**src/rtl/uart_pkg.sv**
```systemverilog
// Shared constants and the stored entry layout for the UART receive path.
package uart_pkg;

    localparam int DEF_WIDTH = 8;
    localparam int DEF_DEPTH = 8;

    // One queued character: the framing-error tag sits above the data bits.
    typedef struct packed {
        logic                 ferr;
        logic [DEF_WIDTH-1:0] data;
    } rx_entry_t;

    // Bits needed to hold one {ferr, data} entry for a given data width.
    function automatic int entry_bits(input int width);
        return width + 1;
    endfunction

endpackage

```
**src/rtl/fifo_mem.sv**
```systemverilog
// Storage array for the receive FIFO: one synchronous write port and one
// asynchronous read port, so the head entry is visible without a read cycle.
module fifo_mem
    import uart_pkg::*;
#(
    parameter int ENTRY_W = entry_bits(DEF_WIDTH),
    parameter int DEPTH   = DEF_DEPTH,
    parameter int AW      = $clog2(DEPTH)
) (
    input  logic               clk,
    input  logic               we,
    input  logic [AW-1:0]      waddr,
    input  logic [ENTRY_W-1:0] wdata,
    input  logic [AW-1:0]      raddr,
    output logic [ENTRY_W-1:0] rdata
);

    logic [ENTRY_W-1:0] mem [DEPTH];

    // Write the incoming entry; contents are intentionally left unreset.
    always_ff @(posedge clk) begin
        if (we) begin
            mem[waddr] <= wdata;
        end
    end

    // Asynchronous read of the entry at the read pointer.
    always_comb begin
        rdata = mem[raddr];
    end

endmodule

```
**src/rtl/rx_byte_fifo.sv**
```systemverilog
// Receive character FIFO with first-word-fall-through output, a framing-error
// tag per entry and a sticky overflow flag for characters dropped while full.
module rx_byte_fifo
    import uart_pkg::*;
#(
    parameter int WIDTH = DEF_WIDTH,
    parameter int DEPTH = DEF_DEPTH
) (
    input  logic                     clk,
    input  logic                     reset,
    input  logic [WIDTH-1:0]         rx_data,
    input  logic                     rx_valid,
    input  logic                     rx_ferr,
    output logic [WIDTH-1:0]         out_data,
    output logic                     out_ferr,
    output logic                     out_valid,
    input  logic                     out_ready,
    output logic [$clog2(DEPTH):0]   count,
    output logic                     full,
    output logic                     overflow,
    input  logic                     clr_overflow
);

    localparam int AW      = $clog2(DEPTH);
    localparam int CW      = AW + 1;
    localparam int ENTRY_W = entry_bits(WIDTH);
    localparam logic [CW-1:0] FULL_CNT = CW'(DEPTH);

    logic [AW-1:0]      wr_ptr;
    logic [AW-1:0]      rd_ptr;
    logic [CW-1:0]      count_q;
    logic               overflow_q;
    logic [ENTRY_W-1:0] wr_entry;
    logic [ENTRY_W-1:0] rd_entry;
    logic               push;
    logic               pop;
    logic               drop;

    // Handshake decode: a pop frees a slot, so a full queue still accepts
    // a character arriving in the same cycle as a pop.
    always_comb begin
        out_valid = (count_q != '0);
        full      = (count_q == FULL_CNT);
        pop       = out_valid & out_ready;
        push      = rx_valid & (~full | pop);
        drop      = rx_valid & full & ~pop;
        wr_entry  = {rx_ferr, rx_data};
        out_ferr  = rd_entry[ENTRY_W-1];
        out_data  = rd_entry[WIDTH-1:0];
        count     = count_q;
        overflow  = overflow_q;
    end

    fifo_mem #(
        .ENTRY_W (ENTRY_W),
        .DEPTH   (DEPTH),
        .AW      (AW)
    ) u_mem (
        .clk   (clk),
        .we    (push),
        .waddr (wr_ptr),
        .wdata (wr_entry),
        .raddr (rd_ptr),
        .rdata (rd_entry)
    );

    // Pointers and occupancy; pointers wrap naturally since DEPTH is 2^AW.
    always_ff @(posedge clk or negedge reset) begin
        if (!reset) begin
            wr_ptr  <= '0;
            rd_ptr  <= '0;
            count_q <= '0;
        end else begin
            if (push) begin
                wr_ptr <= wr_ptr + AW'(1);
            end
            if (pop) begin
                rd_ptr <= rd_ptr + AW'(1);
            end
            case ({push, pop})
                2'b10:   count_q <= count_q + CW'(1);
                2'b01:   count_q <= count_q - CW'(1);
                default: count_q <= count_q;
            endcase
        end
    end

    // Sticky overflow; a drop in the same cycle as a clear keeps it set.
    always_ff @(posedge clk or negedge reset) begin
        if (!reset) begin
            overflow_q <= 1'b0;
        end else if (drop) begin
            overflow_q <= 1'b1;
        end else if (clr_overflow) begin
            overflow_q <= 1'b0;
        end
    end

endmodule
```
**config.mk**
```make
export PLATFORM = sky130hd
export DESIGN_NAME = rx_byte_fifo
export DESIGN_NICKNAME = d
export VERILOG_FILES = /design/src/rtl/uart_pkg.sv /design/src/rtl/fifo_mem.sv /design/src/rtl/rx_byte_fifo.sv
export SDC_FILE = /design/constraint.sdc
export NUM_CORES = 1
export LEC_CHECK = 0
export ABC_AREA = 1
export CORE_ASPECT_RATIO = 1.5
export CORE_MARGIN = 10
export CORE_UTILIZATION = 35
export CTS_CLUSTER_DIAMETER = 40
export DETAILED_ROUTE_END_ITERATION = 7
export REMOVE_ABC_BUFFERS = 1
export SLEW_MARGIN = 20
export SYNTH_ARGS = -nofsm -noshare
export SYNTH_HDL_FRONTEND = slang
export SYNTH_HIERARCHICAL = 1
export SYNTH_SLANG_ARGS = --single-unit
```
**constraint.sdc**
```tcl
create_clock -name clk -period 4.6 [get_ports clk]
set_input_delay 0.46 -clock clk [delete_from_list [all_inputs] [get_ports clk]]
set_output_delay 0.46 -clock clk [all_outputs]
set_load 0.01 [all_outputs]
```
* Yosys cells after proc, flatten, opt, wreduce, memory -nomap -nowiden
Memories as Yosys holds them, arrays and structs flattened.
Cells that the tools add are included.
** Cells by class
- Bitwise logic cells :: 7
- Equal/unequal tests :: 3
- Add/subtract/negate cells :: 4
- Mux-type cells :: 5
- Reductions and logical operators :: 3
** Operator list (count)
- $pmux W4 S2 :: 1
- $add A3 B1 Y3 const B :: 2
- $add A4 B1 Y4 const B :: 1
- $and A1 B1 Y1 :: 4
- $eq A4 B4 Y1 const B :: 1
- $mux W1 :: 4
- $reduce_bool A2 Y1 :: 2
- $reduce_bool A4 Y1 :: 1
- $sub A4 B1 Y4 const B :: 1
- $eq A2 B1 Y1 const B :: 1
- $eq A2 B2 Y1 const B :: 1
- $not A1 Y1 :: 2
- $or A1 B1 Y1 :: 1
** Word-level totals
- Input port bits :: 14
- Flip-flop bits (word level) :: 11
- Word-level logic and storage cells :: 27
- Output and inout bits :: 16
- Memories :: 1
- Bits in writable memories :: 72
** Memory list
- u_mem.mem :: depth 8, bits a word 9, read ports 1, clocked after memory_dff 0, wr ports 1, RTL line fifo_mem.sv:18 : logic [ENTRY_W-1:0] mem [DEPTH];

* Logic depth before layout (Yosys ltp)
- Depth after elaboration :: 6
- Depth in mapped cells :: 12
- Depth with buffers taken out :: 12

* By module
The synthesis kept the hierarchy.
** Modules (own cells, without submodules)
- fifo_mem :: times used 1, cells an instance 328, area each 3228.1 um^2, seq. area each 2162.1 um^2
- rx_byte_fifo :: times used 1, cells an instance 77, area each 676.9 um^2, seq. area each 275.3 um^2

* Least setup slack after synthesis
OpenSTA, ideal clock, no wires.
- Path kind :: reg-to-reg
- Start point :: register count_q[1] (netlist: count[1])
- End point :: register count_q[3] (netlist: count[3])
- Path buffers :: 0
- Path slack :: 2614 ps
- Clock period less this slack :: 1986 ps
- Data required time :: 4483 ps
- Cell stages (with the launch flop) :: 12
- Library setup time :: 117 ps
- Arrival :: 1868 ps
- Cells stage by stage :: dfrtp_1 nor2_4 nand3_4 nand2_4 inv_2 ha_1 ha_1 or2_2 nand2_1 nand2_1 nand3_1 nand2_1
** Between the ends
- Cells in the longest elaborated chain, start to end :: 6
- Elaborated cells between the ends (all ways) :: 12
- Those cells by class :: 2 x add/sub; 3 x eq/ne; 1 x mux; 4 x bitwise; 2 x reduce/logical
** Ends and longest elaborated chain
- from (decl) :: RTL line rx_byte_fifo.sv:31 : logic [CW-1:0] count_q;
- from (signal assigned) :: RTL line rx_byte_fifo.sv:81 : 2'b10: count_q <= count_q + CW'(1);
- from (signal assigned) :: RTL line rx_byte_fifo.sv:82 : 2'b01: count_q <= count_q - CW'(1);
- from (signal assigned) :: RTL line rx_byte_fifo.sv:83 : default: count_q <= count_q;
- $reduce_bool A4 Y1 * :: RTL line rx_byte_fifo.sv:42 : out_valid = (count_q != '0);
- named net out_valid :: RTL line rx_byte_fifo.sv:16 : output logic out_valid,
- $and A1 B1 Y1 * :: RTL line rx_byte_fifo.sv:44 : pop = out_valid & out_ready;
- named net pop :: RTL line rx_byte_fifo.sv:36 : logic pop;
- $or A1 B1 Y1 :: RTL line rx_byte_fifo.sv:45 : push = rx_valid & (~full | pop);
- $and A1 B1 Y1 :: RTL line rx_byte_fifo.sv:45
- $eq A2 B1 Y1 or $eq A2 B2 Y1 (tied branches) :: RTL line rx_byte_fifo.sv:80 : case ({push, pop})
- $pmux W4 S2 or $reduce_bool A2 Y1 (tied branches)
The timed path passes the listed nets; every way through them passes the cells marked *.
A chain may end at the register's enable or synchronous reset.

* Final worst setup path
- Start point :: register rd_ptr[1]
- End point :: output port out_data[1]
** Between the ends
- Cells in the longest elaborated chain, start to end :: 1
** Ends and longest elaborated chain
- from (decl) :: RTL line rx_byte_fifo.sv:30 : logic [AW-1:0] rd_ptr;
- from (signal assigned) :: RTL line rx_byte_fifo.sv:78 : rd_ptr <= rd_ptr + AW'(1);
- $mem_v2 Z8 W9
- to (decl) :: RTL line rx_byte_fifo.sv:14 : output logic [WIDTH-1:0] out_data,
No other way between the ends.

==> impl_metrics.toml <==
[outcome]
status = "finished, final reports clean"

[yosys]
synth-adder-area-share = 0.0211
syn_avg_cell_area_um2 = 9.64
async_flop_share = 0.133
synth_top_cell_area_share = 0.554
synth_flop_cell = "edfxtp_1"
synth_top_family_by_area = "simple AND/OR/NAND/NOR gates"
synth_top_area_cell = "edfxtp_1"
yosys_register_bits = 83
syn_inst = 405
synth_edf_count = 72
yosys.cell_types.count = 24
synth_compound_area_frac = 0.00513
syn-cell-area_um2 = 3900
synth_commonest_cells = "nand2_1 (147), inv_1 (87), edfxtp_1 (72)"
synth_xor_area_frac = 0.00897
yosys.area_share.simple = 0.226
synth_area_leaders = "edfxtp_1 (55%), nand2_1 (14%), inv_1 (8.4%), dfrtp_1 (7.0%), nand3_1 (5.1%)"
synth_mux_area_frac = 0
seq_area_frac_synth = 0.624
ys_warn_count = 6
synth.most_common_cell = "nand2_1"

[clock_network]
cts.htree.levels = 3
ctsHoldBuffers = 0
clk_pin_slew_worst_paths_ns = 0.06
post_cts_buffers = 0
ctsResizeCount = 0
cts_buffer_depth = 2
cts_tree = "done"
root_buffer = "clkbuf_16"
insertion_delay_ns = 0.33
clock-sinks = 83
numCtsBuffers = 9

[finish]
drive_above_1_share = 0.0477
area_delta_synth_final_pct = 16.3
antenna-diode-count = 0
fillerInstances = 1088
num-nets-final = 455

[sta]
tns_ns = 0
drv_slew = 0
finalHoldViolations = 0
max_freq_ghz = 0.360
maxSlewHeadroom = 0.352
rsz0062_at_grt = "no"
tightestPinTransition_ns = 0.968
period_minus_slack_ns = 2.78
setup_violations = 0
fin_crit_sh = 0.604
fin_worst_skew_ns = 0.00624

[setup_path]
worstSetupEndpointType = "output port"
worstSetupPathType = "reg2out"
startpoint = "rd_ptr[1]"
r2r_cells = 11
cp-start-kind = "register"
critPathMaxStageDelay_ns = 0.88
path_buf_inv = 2
crit_family = "flip-flops"
path_cells = "inv_4 > nand3_1 > nand2_1 > nand2_1 > nand2_1 > clkdlybuf4s50_1"
crit_top_cell = "nand2_1"
slowest_stage = "dfrtp_1"
timing.rr.start = "count[1]"
cp.required_ns = 4.14
cp_max_fo = 21
r2r_end = "count[3]"
r2r_slack_ns = 2.50
crit_arrival_ns = 2.32

[floorplanning]
die_h_um = 149
ios = 30
core.rowCount = 47
start_util = 0.355
dieWidth_um = 106
die-area_um2 = 15900
coreArea_um2 = 11000

[global_routing]
grt_util_all_layers = 0.112
grt_pass1_vias = 2643
grt_pass1_wl_um = 13700
grt_max_degree = 39
grt.overflow.total = 0
antenna_found_initial = 0

[route]
drc = 0
vias = 2649
routedWlPerCell_um = 14.6
viasPerCell = 4.51
wl_um = 8540
drt-initial-drc-count = 190
ant_nets = 0
first_pass_iters = 4

[place]
dp_hpwl_um = 5940
port_buffers = 29
place.gp.congestion = 0.807

[pwr]
p_seq_frac = 0.393
clkPwrFrac = 0.225
p_total_mw = 2.72
switching_share = 0.367
intPower_mw = 1.72
p_sw_mw = 1.00
p_per_area_nw_per_um2 = 600
pwr-share-comb = 0.382
ir_worst_vdd_v = 0.000256
power_leakage_nw = 2.08

[worst_hold_path]
hp-class = "in2async"

[job]
cap_violations = 0
==> worst reg2reg max path, cell delays in order, from the launching register on <==
cell,delay (ns)
dfrtp_1,0.46
nor2_4,0.21
nand3_4,0.10
nand2_4,0.11
inv_2,0.05
ha_1,0.23
ha_1,0.32
or2_2,0.29
nand2_1,0.07
nand2_1,0.04
nand3_1,0.07
nand2_1,0.05
==> flip-flops by register name, indices dropped and copies added, names as in the netlist <==
register and flops:
u_mem/mem 72, count 4, rd_ptr 3, wr_ptr 3, overflow 1
==> power by group through the flow <==
stage / Clock, mW / Combinational (mW) / Sequential [mW]
floorplan: 0 / 0.601 / 1.09
CTS: 0.630 / 1.06 / 1.07
detailed placement: 0 / 1.06 / 1.09
global route: 0.660 / 1.19 / 1.09
global placement: 0 / 1.05 / 1.09
finish: 0.612 / 1.04 / 1.07
==> cell usage in the layout (no fill, tap or decap), drive strengths merged, types with 2 or more instances in the layout <==
cell	instances
clkbuf	11
clkdlybuf4s50	29
clkinv	6
dfrtp	11
edfxtp	72
ha	5
inv	91
nand2	149
nand3	41
nand3b	2
nor2	11
o21ai	4
xnor2	3
==> worst max-delay path by stage <==
stage          cells past startpoint               to  slack (ns)
2_1_floorplan                      6      out_data[0]        2.56
3_3_place_gp                       7  u_mem/mem[1][5]        2.04
3_5_place_dp                       7  u_mem/mem[5][2]        1.96
4_1_cts                            6      out_data[1]        1.79
5_1_grt                            6      out_data[0]        1.68
6_report                           6      out_data[1]        1.82
==> layer usage <==
| layer | up-vias | wire length [um] | GRT usage |
|---|---|---|---|
| li1 | 1315 | - | - |
| met2 | 68 | 4580 | 0.208 |
| met1 | 1252 | 3320 | 0.115 |
| met4 | 0 | 188 | 0.0530 |
| met5 | - | 0 | 0 |
| met3 | 14 | 456 | 0.0285 |
==> kinds of logic after synthesis <==
logic type               Yosys count
AND/OR/NAND/NOR                  205
buffers and inverters            103
flip-flops                        83
adder cells (fa/ha/maj)            6
AO/OA/AOI/OAI                      4
XOR/XNOR                           4
==> metrics by stage <==
stage / setup WS [ns] / util / area (um^2) / hold WS, ns / std cells
floorplan: 2.56 / - / 3810 / 0.164 / 394
global placement: 2.04 / 0.390 / 4290 / 0.524 / 571
detailed placement: 1.96 / 0.390 / 4290 / 0.533 / 571
CTS: 1.79 / 0.413 / 4540 / 0.487 / 587
global route: 1.68 / 0.413 / 4540 / 0.512 / 587
finish: 1.82 / 0.413 / 4540 / 0.482 / 587
==> final cells by class <==
type / instances / area, um^2 / area share
Multi-Input combinational cell: 219 / 1020 / 0.225
Clock inverter: 5 / 20.0 / 0.00441
Sequential cell: 83 / 2440 / 0.536
Clock buffer: 11 / 233 / 0.0512
Tap cell: 147 / 184 / 0.0405
Timing Repair Buffer: 30 / 298 / 0.0655
Inverter: 92 / 350 / 0.0771
Power figures use the tool's default switching activity.
